$ cat src/rtl/jtkiwi_tilescan_pkg.sv
// Shared tile-layer constants: line geometry and tile RAM word layout.
// The scanner and the tile drawer both import this package.
package jtkiwi_tilescan_pkg;
  localparam logic [5:0] NTILES  = 6'd32;  // tiles per line
  localparam int         TILE_W  = 16;     // pixels per tile
  localparam int         COL_W   = 5;      // RAM word address: {sel, row, col}
  localparam int         ROW_W   = 5;
  localparam int         ADDR_W  = 1 + ROW_W + COL_W;
  localparam int         SEL_BIT = ADDR_W - 1;

  typedef enum logic [2:0] {
    IDLE, RDC, RDA, PEND, ISSUE, WAIT1, DONE
  } scan_st_t;

  function automatic logic [ADDR_W-1:0] tile_addr(input logic sel,
      input logic [ROW_W-1:0] row, input logic [COL_W-1:0] col);
    return {sel, row, col};
  endfunction
endpackage

$ cat src/rtl/jtkiwi_tilescan_fetch.sv
// Reads one tile (code word, then attr word) from tile RAM into a shadow
// register. The attr word is forwarded straight from the RAM in its arrival cycle.
module jtkiwi_tilescan_fetch
  import jtkiwi_tilescan_pkg::*;
(
  input  logic              clk,
  input  logic              rst,
  input  logic              i_clr,
  input  logic              i_start,
  input  logic [ROW_W-1:0]  i_row,
  input  logic [COL_W-1:0]  i_col,
  input  logic              i_take,
  output logic [ADDR_W-1:0] o_vram_addr,
  input  logic [15:0]       i_vram_dout,
  output logic              o_vld,
  output logic [15:0]       o_code,
  output logic [15:0]       o_attr
);
  logic [1:0]        r_ph;
  logic [ROW_W-1:0]  r_row;
  logic [COL_W-1:0]  r_col;
  logic [ADDR_W-1:0] r_addr;
  logic [15:0]       r_code, r_attr;
  logic              r_vld;

  assign o_vram_addr = r_addr;
  assign o_code      = r_code;
  assign o_vld       = r_vld | (r_ph == 2'd3);
  assign o_attr      = (r_ph == 2'd3) ? i_vram_dout : r_attr;

  // r_ph: 1 code address out, 2 attr address out / code on bus, 3 attr on bus
  always_ff @(posedge clk or posedge rst) begin
    if (rst) begin
      r_ph   <= 2'd0;
      r_row  <= '0;
      r_col  <= '0;
      r_addr <= '0;
      r_code <= '0;
      r_attr <= '0;
      r_vld  <= 1'b0;
    end else begin
      if (r_ph == 2'd2) r_code <= i_vram_dout;
      if (r_ph == 2'd3) r_attr <= i_vram_dout;
      if (i_clr || i_take) r_vld <= 1'b0;
      else if (r_ph == 2'd3) r_vld <= 1'b1;
      if (i_start) begin
        r_addr <= tile_addr(1'b0, i_row, i_col);
        r_row  <= i_row;
        r_col  <= i_col;
        r_ph   <= 2'd1;
      end else if (i_clr) begin
        r_ph <= 2'd0;
      end else begin
        case (r_ph)
          2'd1: begin
            r_addr <= tile_addr(1'b1, r_row, r_col);
            r_ph   <= 2'd2;
          end
          2'd2:    r_ph <= 2'd3;
          default: r_ph <= 2'd0;
        endcase
      end
    end
  end
endmodule

$ cat src/rtl/jtkiwi_tilescan.sv
// Tile layer line scanner: on each hs edge walks the 32 visible tiles of the
// line, prefetching tile i+1 while the drawer is busy with tile i.
module jtkiwi_tilescan
  import jtkiwi_tilescan_pkg::*;
(
  input  logic              rst,
  input  logic              clk,
  input  logic              hs,
  input  logic [8:0]        vrender,
  input  logic              en,
  input  logic [8:0]        scrx,
  input  logic [8:0]        scry,
  output logic [ADDR_W-1:0] vram_addr,
  input  logic [15:0]       vram_dout,
  output logic              draw,
  input  logic              busy,
  output logic [15:0]       code,
  output logic [15:0]       attr,
  output logic [8:0]        xpos,
  output logic [3:0]        ysub,
  output logic              done
);
  scan_st_t         r_st;
  logic             r_hs_d, r_en;
  logic [ROW_W-1:0] r_row;
  logic [3:0]       r_ysub_l;
  logic [8:0]       r_scrx;
  logic [5:0]       r_cnt;

  logic [8:0]       w_sum, w_xpos;
  logic             w_edge, w_issue, w_start, w_vld;
  logic [ROW_W-1:0] w_frow;
  logic [COL_W-1:0] w_fcol;
  logic [15:0]      w_code, w_attr;

  assign w_sum   = vrender + scry;
  assign w_edge  = hs & ~r_hs_d;
  assign w_issue = (r_st == PEND) && !w_edge && r_en && (r_cnt < NTILES) && w_vld && !busy;
  assign w_start = (w_edge & en) | (w_issue && (r_cnt < NTILES - 6'd1));
  assign w_frow  = w_edge ? w_sum[8:4] : r_row;
  assign w_fcol  = w_edge ? scrx[8:4] : r_cnt[4:0] + 5'd1 + r_scrx[8:4];
  assign w_xpos  = {r_cnt[4:0], 4'd0} - {5'd0, r_scrx[3:0]};

  jtkiwi_tilescan_fetch u_fetch (
    .clk         (clk),
    .rst         (rst),
    .i_clr       (w_edge),
    .i_start     (w_start),
    .i_row       (w_frow),
    .i_col       (w_fcol),
    .i_take      (w_issue),
    .o_vram_addr (vram_addr),
    .i_vram_dout (vram_dout),
    .o_vld       (w_vld),
    .o_code      (w_code),
    .o_attr      (w_attr)
  );

  always_ff @(posedge clk or posedge rst) begin
    if (rst) begin
      r_st     <= IDLE;
      r_hs_d   <= 1'b1;  // an hs already high when reset drops is not a new line
      r_en     <= 1'b0;
      r_row    <= '0;
      r_ysub_l <= '0;
      r_scrx   <= '0;
      r_cnt    <= '0;
      draw     <= 1'b0;
      done     <= 1'b0;
      code     <= '0;
      attr     <= '0;
      xpos     <= '0;
      ysub     <= '0;
    end else begin
      r_hs_d <= hs;
      if (w_edge) begin
        r_row    <= w_sum[8:4];
        r_ysub_l <= w_sum[3:0];
        r_scrx   <= scrx;
        r_en     <= en;
        r_cnt    <= '0;
        draw     <= 1'b0;
        done     <= 1'b0;
        r_st     <= en ? RDC : DONE;
      end else begin
        case (r_st)
          RDC: r_st <= RDA;
          RDA: r_st <= PEND;
          PEND: begin
            if (r_cnt == NTILES) begin
              if (!busy) begin
                done <= 1'b1;
                r_st <= DONE;
              end
            end else if (w_issue) begin
              draw  <= 1'b1;
              code  <= w_code;
              attr  <= w_attr;
              xpos  <= w_xpos;
              ysub  <= r_ysub_l;
              r_cnt <= r_cnt + 6'd1;
              r_st  <= ISSUE;
            end
          end
          ISSUE: begin
            draw <= 1'b0;
            r_st <= WAIT1;
          end
          WAIT1:   r_st <= PEND;  // drawer's busy is not valid yet
          DONE:    done <= 1'b1;
          default: r_st <= IDLE;
        endcase
      end
    end
  end
endmodule

$ cat config.mk
export PLATFORM = sky130hd
export DESIGN_NAME = jtkiwi_tilescan
export DESIGN_NICKNAME = d
export VERILOG_FILES = /design/src/rtl/jtkiwi_tilescan_pkg.sv /design/src/rtl/jtkiwi_tilescan_fetch.sv /design/src/rtl/jtkiwi_tilescan.sv
export SDC_FILE = /design/constraint.sdc
export NUM_CORES = 1
export LEC_CHECK = 0
export ABC_CLOCK_PERIOD_IN_PS = 3950
export BUFFER_PORTS_ARGS = -buffer_cell sky130_fd_sc_hd__buf_4
export CAP_MARGIN = 15
export CORE_AREA = 2 2 144 146
export CTS_BUF_LIST = sky130_fd_sc_hd__clkbuf_16
export DETAILED_ROUTE_END_ITERATION = 8
export DIE_AREA = 0 0 146 148
export HOLD_SLACK_MARGIN = 0.12
export PLACE_DENSITY = 0.56
export REMOVE_ABC_BUFFERS = 1
export SKIP_CTS_REPAIR_TIMING = 1
export SLEW_MARGIN = 15
export SYNTH_ARGS = -nofsm -noshare
export SYNTH_HDL_FRONTEND = slang
export SYNTH_SLANG_ARGS = --single-unit
$ cat constraint.sdc
create_clock -name clk -period 3.95 [get_ports clk]
set_clock_uncertainty 0.1 [all_clocks]
set_input_delay 0.5925 -clock clk [delete_from_list [all_inputs] [get_ports clk]]
set_output_delay 0.5925 -clock clk [all_outputs]
set_load 0.01 [all_outputs]
* After elaboration in Yosys (flattened, before gate mapping)
Index checks and enable logic that the tools add are counted.
W data, S select, Z words.
** Word-level totals
- Logic and storage cells :: 104
- Bits in registers :: 132
- Output and inout bits :: 58
- Bits of input ports :: 48
** Operators by class
- $lt $le $gt $ge :: 2
- $add $sub $neg :: 5
- Bitwise operators :: 7
- Muxes and demuxes :: 29
- Reduce and logical (&&, ||, !) cells :: 22
- Equality and inequality tests :: 19
** Operators with widths (number)
- $mux W11 :: 3
- $mux W6 :: 4
- $mux W16 :: 1
- $mux W3 :: 5
- $pmux W3 S5 :: 1
- $reduce_and A3 Y1 :: 4
- $mux W5 :: 2
- $add A9 B9 Y9 :: 1
- $eq A3 B3 Y1 const B :: 3
- $sub A9 B4 Y9 :: 1
- $mux W1 :: 8
- $reduce_bool A2 Y1 :: 4
- $add A6 B1 Y6 const B :: 1
- $eq A3 B2 Y1 const B :: 2
- $eq A6 B6 Y1 const B :: 1
- $logic_and A1 B1 Y1 :: 6
- $lt A6 B5 Y1 const B :: 1
- $lt A6 B6 Y1 const B :: 1
- $ne A3 B1 Y1 const B :: 2
- $ne A3 B2 Y1 const B :: 2
- $reduce_bool A3 Y1 :: 2
- $add A5 B1 Y5 const B :: 1
- $add A5 B5 Y5 :: 1
- $eq A2 B2 Y1 const B :: 2
- 17 further kinds :: 25

* Logic depth before layout (Yosys ltp)
- Depth after elaboration :: 12
- Depth in mapped cells :: 10
- Gate-level depth less buffers :: 9

* Hierarchy
From an unflattened synthesis, not the netlist that was laid out.
** Unflattened totals
- Cells, all modules :: 503
- Area total of the unflattened synthesis :: 6193.4 µm²
** Modules (own cells, without submodules)
- jtkiwi_tilescan :: seq. area each 1903.1 µm², cells each 331, area each 3817.4 µm², instances 1
- jtkiwi_tilescan_fetch :: seq. area each 1401.3 µm², cells each 172, area each 2376.0 µm², instances 1

* Least setup slack after synthesis
Ideal clock, no wire load.
- Kind :: input -> register
- Start point :: input port vrender[0]
- End point :: register u_fetch.r_row[4]
- Setup slack :: 1515 ps
- Library setup time :: 65 ps
- Stages :: 7
- Path buffers :: 0
- Data required time :: 3785 ps
- Arrival :: 2270 ps
- Cells stage by stage :: ha_1 > fa_1 > a211oi_1 > o21ai_0 > a31o_2 > a31oi_1 > mux2_2
** On the way
- Word-level cells in the longest chain between the ends :: 2
** RTL lines
- start: declaration :: line jtkiwi_tilescan.sv:9 : input logic [8:0] vrender,
- $add A9 B9 Y9 :: line jtkiwi_tilescan.sv:36 : assign w_sum = vrender + scry;
- $mux W5
- named net u_fetch.i_row[4] :: line jtkiwi_tilescan_fetch.sv:10 : input logic [ROW_W-1:0] i_row,
- end signal: assignment :: line jtkiwi_tilescan_fetch.sv:48 : r_row <= i_row;
- end: declaration :: line jtkiwi_tilescan_fetch.sv:20 : logic [ROW_W-1:0] r_row;
The timed path passes the listed nets, and every way through them passes these cells.
A chain may end at the register's enable or synchronous reset.

* Final worst setup path
- Start point :: register r_st[2]
- End point :: register xpos[3]
** On the way
- Word-level cells in the longest chain between the ends :: 7
** RTL lines
- start: declaration :: line jtkiwi_tilescan.sv:23 : scan_st_t r_st;
- start signal: assignment :: line jtkiwi_tilescan.sv:84 : r_st <= en ? RDC : DONE;
- $eq A3 B2 Y1 * :: line jtkiwi_tilescan.sv:38, jtkiwi_tilescan.sv:86
- $logic_and A1 B1 Y1 (5 in series) :: line jtkiwi_tilescan.sv:38 : assign w_issue = (r_st == PEND) && !w_edge && r_en && (r_cnt < NTILES) && w_vld && !busy;
- $reduce_and A4 Y1 (no source line) *
- end signal: assignment :: line jtkiwi_tilescan.sv:99 : xpos <= w_xpos;
- end: declaration :: line jtkiwi_tilescan.sv:19 : output logic [8:0] xpos,
Mark *: on every way between the ends. The rest lies on a longest branch, timed or not.

==> impl_metrics.py <==
metrics = {
    "status": {
        "status": "finished clean",
    },
    "die": {
        "dieWidth_um": 146,
        "initial_core_util_pct": 29.4,
        "num_rows": 52,
        "ioPinCount": 106,
        "core_area_um2": 20000,
        "die_area_um2": 21600,
        "die_y_um": 148,
    },
    "timing": {
        "relSlewSlack_pct": 36.0,
        "setup_viol": 0,
        "period_needed_ns": 2.75,
        "tightestPinTransition_ns": 0.960,
        "setup_ws_ns": 1.20,
        "drv_slew": 0,
        "fin_tns_setup_ns": 0,
        "fmax_ghz": 0.364,
        "final-hold-violation-count": 0,
        "grt_setup_unrepaired": "no",
        "finalCritPeriodShare_pct": 69.6,
    },
    "global_routing": {
        "gr-usage-all-layers_pct": 13.1,
        "grt-ovfl-total": 0,
        "grt_pass1_wl_mm": 22.3,
        "grt_max_degree": 68,
        "grt_pass1_vias": 4251,
        "antenna_found_initial": 0,
    },
    "routing": {
        "routedWlPerCell_um": 14.1,
        "wl_mm": 13.5,
        "first_pass_iters": 4,
        "drt-vias-per-instance": 4.43,
        "via_count": 4244,
        "drt_iter0_markers": 259,
        "drcViolationCount": 0,
        "drtAntennaViolNets": 0,
    },
    "synth": {
        "synth_cell_types": 49,
        "ys_warn_count": 0,
        "netlist_area_um2": 5880,
        "synth.avg_cell_area_um2": 10.2,
        "netlist_top_cells_count": "nand2_1, dfrtp_1, mux2_2",
        "synthArstFlopShare_pct": 100,
        "synth.most_common_cell": "nand2_1",
        "ys_top_cells_by_area": "dfrtp_1, nand2_1, mux2_2",
        "synth-main-ff-cell": "dfrtp_1",
        "synth_top_area_share_pct": 55.7,
        "ys_ff_latch": 132,
        "netlist_instances": 574,
        "synth_edf_count": 0,
        "yosys.area.top_type": "dfrtp_1",
        "synth_seq_area_share_pct": 56.2,
    },
    "setup_path": {
        "cp.arrival_ns": 2.97,
        "path_max_fanout": 49,
        "end_kind": "register",
        "slowest_stage": "nand2_2",
        "path_class": "reg2reg",
        "path_cells": "or4b_4 -> nor2_1 -> nand2_2 -> o31ai_1",
        "critPathLaunchType": "register",
        "required_ns": 4.17,
        "reg2regPathDepth": 4,
        "r2r_slack_ns": 1.20,
        "worst_path_largest_cell_delay_ns": 0.66,
    },
    "placed_design": {
        "port_buffers": 105,
        "numPlacedInstances": 926,
        "post-place-ws_ns": 0.985,
        "gp_congestion": 0.755,
        "hpwl_mm": 8.96,
    },
    "finish": {
        "nFillCells": 2047,
        "diodes": 0,
        "area_growth_pct": 27.7,
        "nets": 743,
        "multi_input_area_um2": 2410,
        "drive_above_1_share_pct": 26.6,
        "regArea_um2": 3300,
        "fin_cells": 957,
    },
    "power_and_ir_drop": {
        "p_leak_nw": 3.73,
        "p_clk_share_pct": 30.1,
        "p_per_area_nw_per_um2": 681,
        "seq_power_share_pct": 41.6,
        "p_int_mw": 3.58,
        "vdd_ir_drop_max_uv": 265,
        "p_switching_mw": 1.54,
        "combPwrFrac_pct": 28.3,
        "switching_share_pct": 30.0,
    },
    "worst_hold_path": {
        "min_path_cells": 1,
        "hp-class": "in2reg",
    },
    "cts": {
        "clk_latency_ns": 0.42,
        "clk_pin_slew_ns": 0.05,
        "clock_path_buffers": 2,
        "htreeDepth": 4,
        "cts_made_buffers": 17,
        "cts_root_buf": "clkbuf_16",
        "cts_num_sinks": 132,
        "cts_tree": "done",
    },
    "run": {
        "maxCapViolCount": 0,
    },
}
-- layer usage --
metal  track usage (%)  wire length [µm]  vias to the layer above
met1              18.1              6760                     2024
li1                  -                 -                     2115
met3              3.95               661                       12
met2              19.6              5890                       93
met4              4.61               159                        0
met5                 0                 0                        -
-- state kept, by name, summed over array words and instances, names as in the netlist, 6 cells and up --
| register | count |
|---|---|
| u_fetch.r_attr | 16 |
| xpos | 9 |
| r_scrx | 9 |
| r_cnt | 6 |
| attr | 16 |
| code | 16 |
| u_fetch.o_code | 16 |
| u_fetch.o_vram_addr | 11 |
-- worst paths after layout --
check / startpoint / endpoint
max in group asynchronous: rst / attr[4]$_DFFE_PP0P_
min in group asynchronous: rst / code[9]$_DFFE_PP0P_
max: r_st[2]$_DFFE_PP0P_ / xpos[3]$_DFFE_PP0P_
min reg2reg: u_fetch.o_code[0]$_DFFE_PP0N_ / code[0]$_DFFE_PP0P_
max reg2reg: r_st[2]$_DFFE_PP0P_ / xpos[3]$_DFFE_PP0P_
min: hs / r_hs_d$_DFF_PP1_
-- cells by family (layout without fill, tap and decap cells) --
group | after synthesis | after routing | share of synthesized area, %
multiplexers | 38 | 38 | 7.19
AO/OA/AOI/OAI | 82 | 82 | 9.42
buffers and inverters | 40 | 153 | 3.04
XOR/XNOR | 18 | 18 | 2.68
flip-flops | 132 | 132 | 56.2
AND/OR/NAND/NOR | 244 | 244 | 17.0
adder cells (fa/ha/maj) | 20 | 20 | 4.51
-- placed cells by master (no fill, tap or decap), drive strengths merged, types with 10 or more instances in the layout --
cell type | Yosys | routed
a21oi | 13 | 13
xor2 | 10 | 10
o21ai | 23 | 23
ha | 18 | 18
clkbuf | 19 | 17
nand2 | 182 | 182
inv | 11 | 13
dfrtp | 131 | 131
nor2 | 33 | 33
mux2 | 34 | 34
buf | 10 | 111
-- power by group through the flow --
stage / clock network (mW) / registers [mW] / logic, mW
floorplan: 0 / 2.20 / 0.739
global placement: 0 / 2.14 / 1.45
detailed placement: 0 / 2.15 / 1.47
CTS: 1.58 / 2.13 / 1.48
global route: 1.65 / 2.19 / 1.61
finish: 1.54 / 2.13 / 1.45
-- worst max-delay path: cells and delay by family, from the launching register on --
family,cells,cell delay [ns]
DFF,1,0.44
AOI/OAI and AO/OA,1,0.42
and+or+nand+nor,3,1.68
-- cell type report --
| class | instances | area share [%] |
|---|---|---|
| Clock buffer | 17 | 5.66 |
| Clock inverter | 14 | 1.95 |
| Inverter | 11 | 0.583 |
| Multi-Input combinational cell | 402 | 32.1 |
| Sequential cell | 132 | 44.0 |
| Tap cell | 270 | 4.50 |
| Timing Repair Buffer | 111 | 11.3 |
-- metrics by stage --
step,power (mW),util [%],instance area (µm²),hold WS [ns]
2_1_floorplan,2.94,-,5740,0.335
3_3_place_gp,3.59,34.6,6940,0.343
3_5_place_dp,3.62,34.6,6940,0.347
4_1_cts,5.19,37.5,7510,0.185
5_1_grt,5.45,37.5,7510,0.189
6_report,5.12,37.5,7510,0.197
No activity file was read; power rests on OpenSTA's default activity.
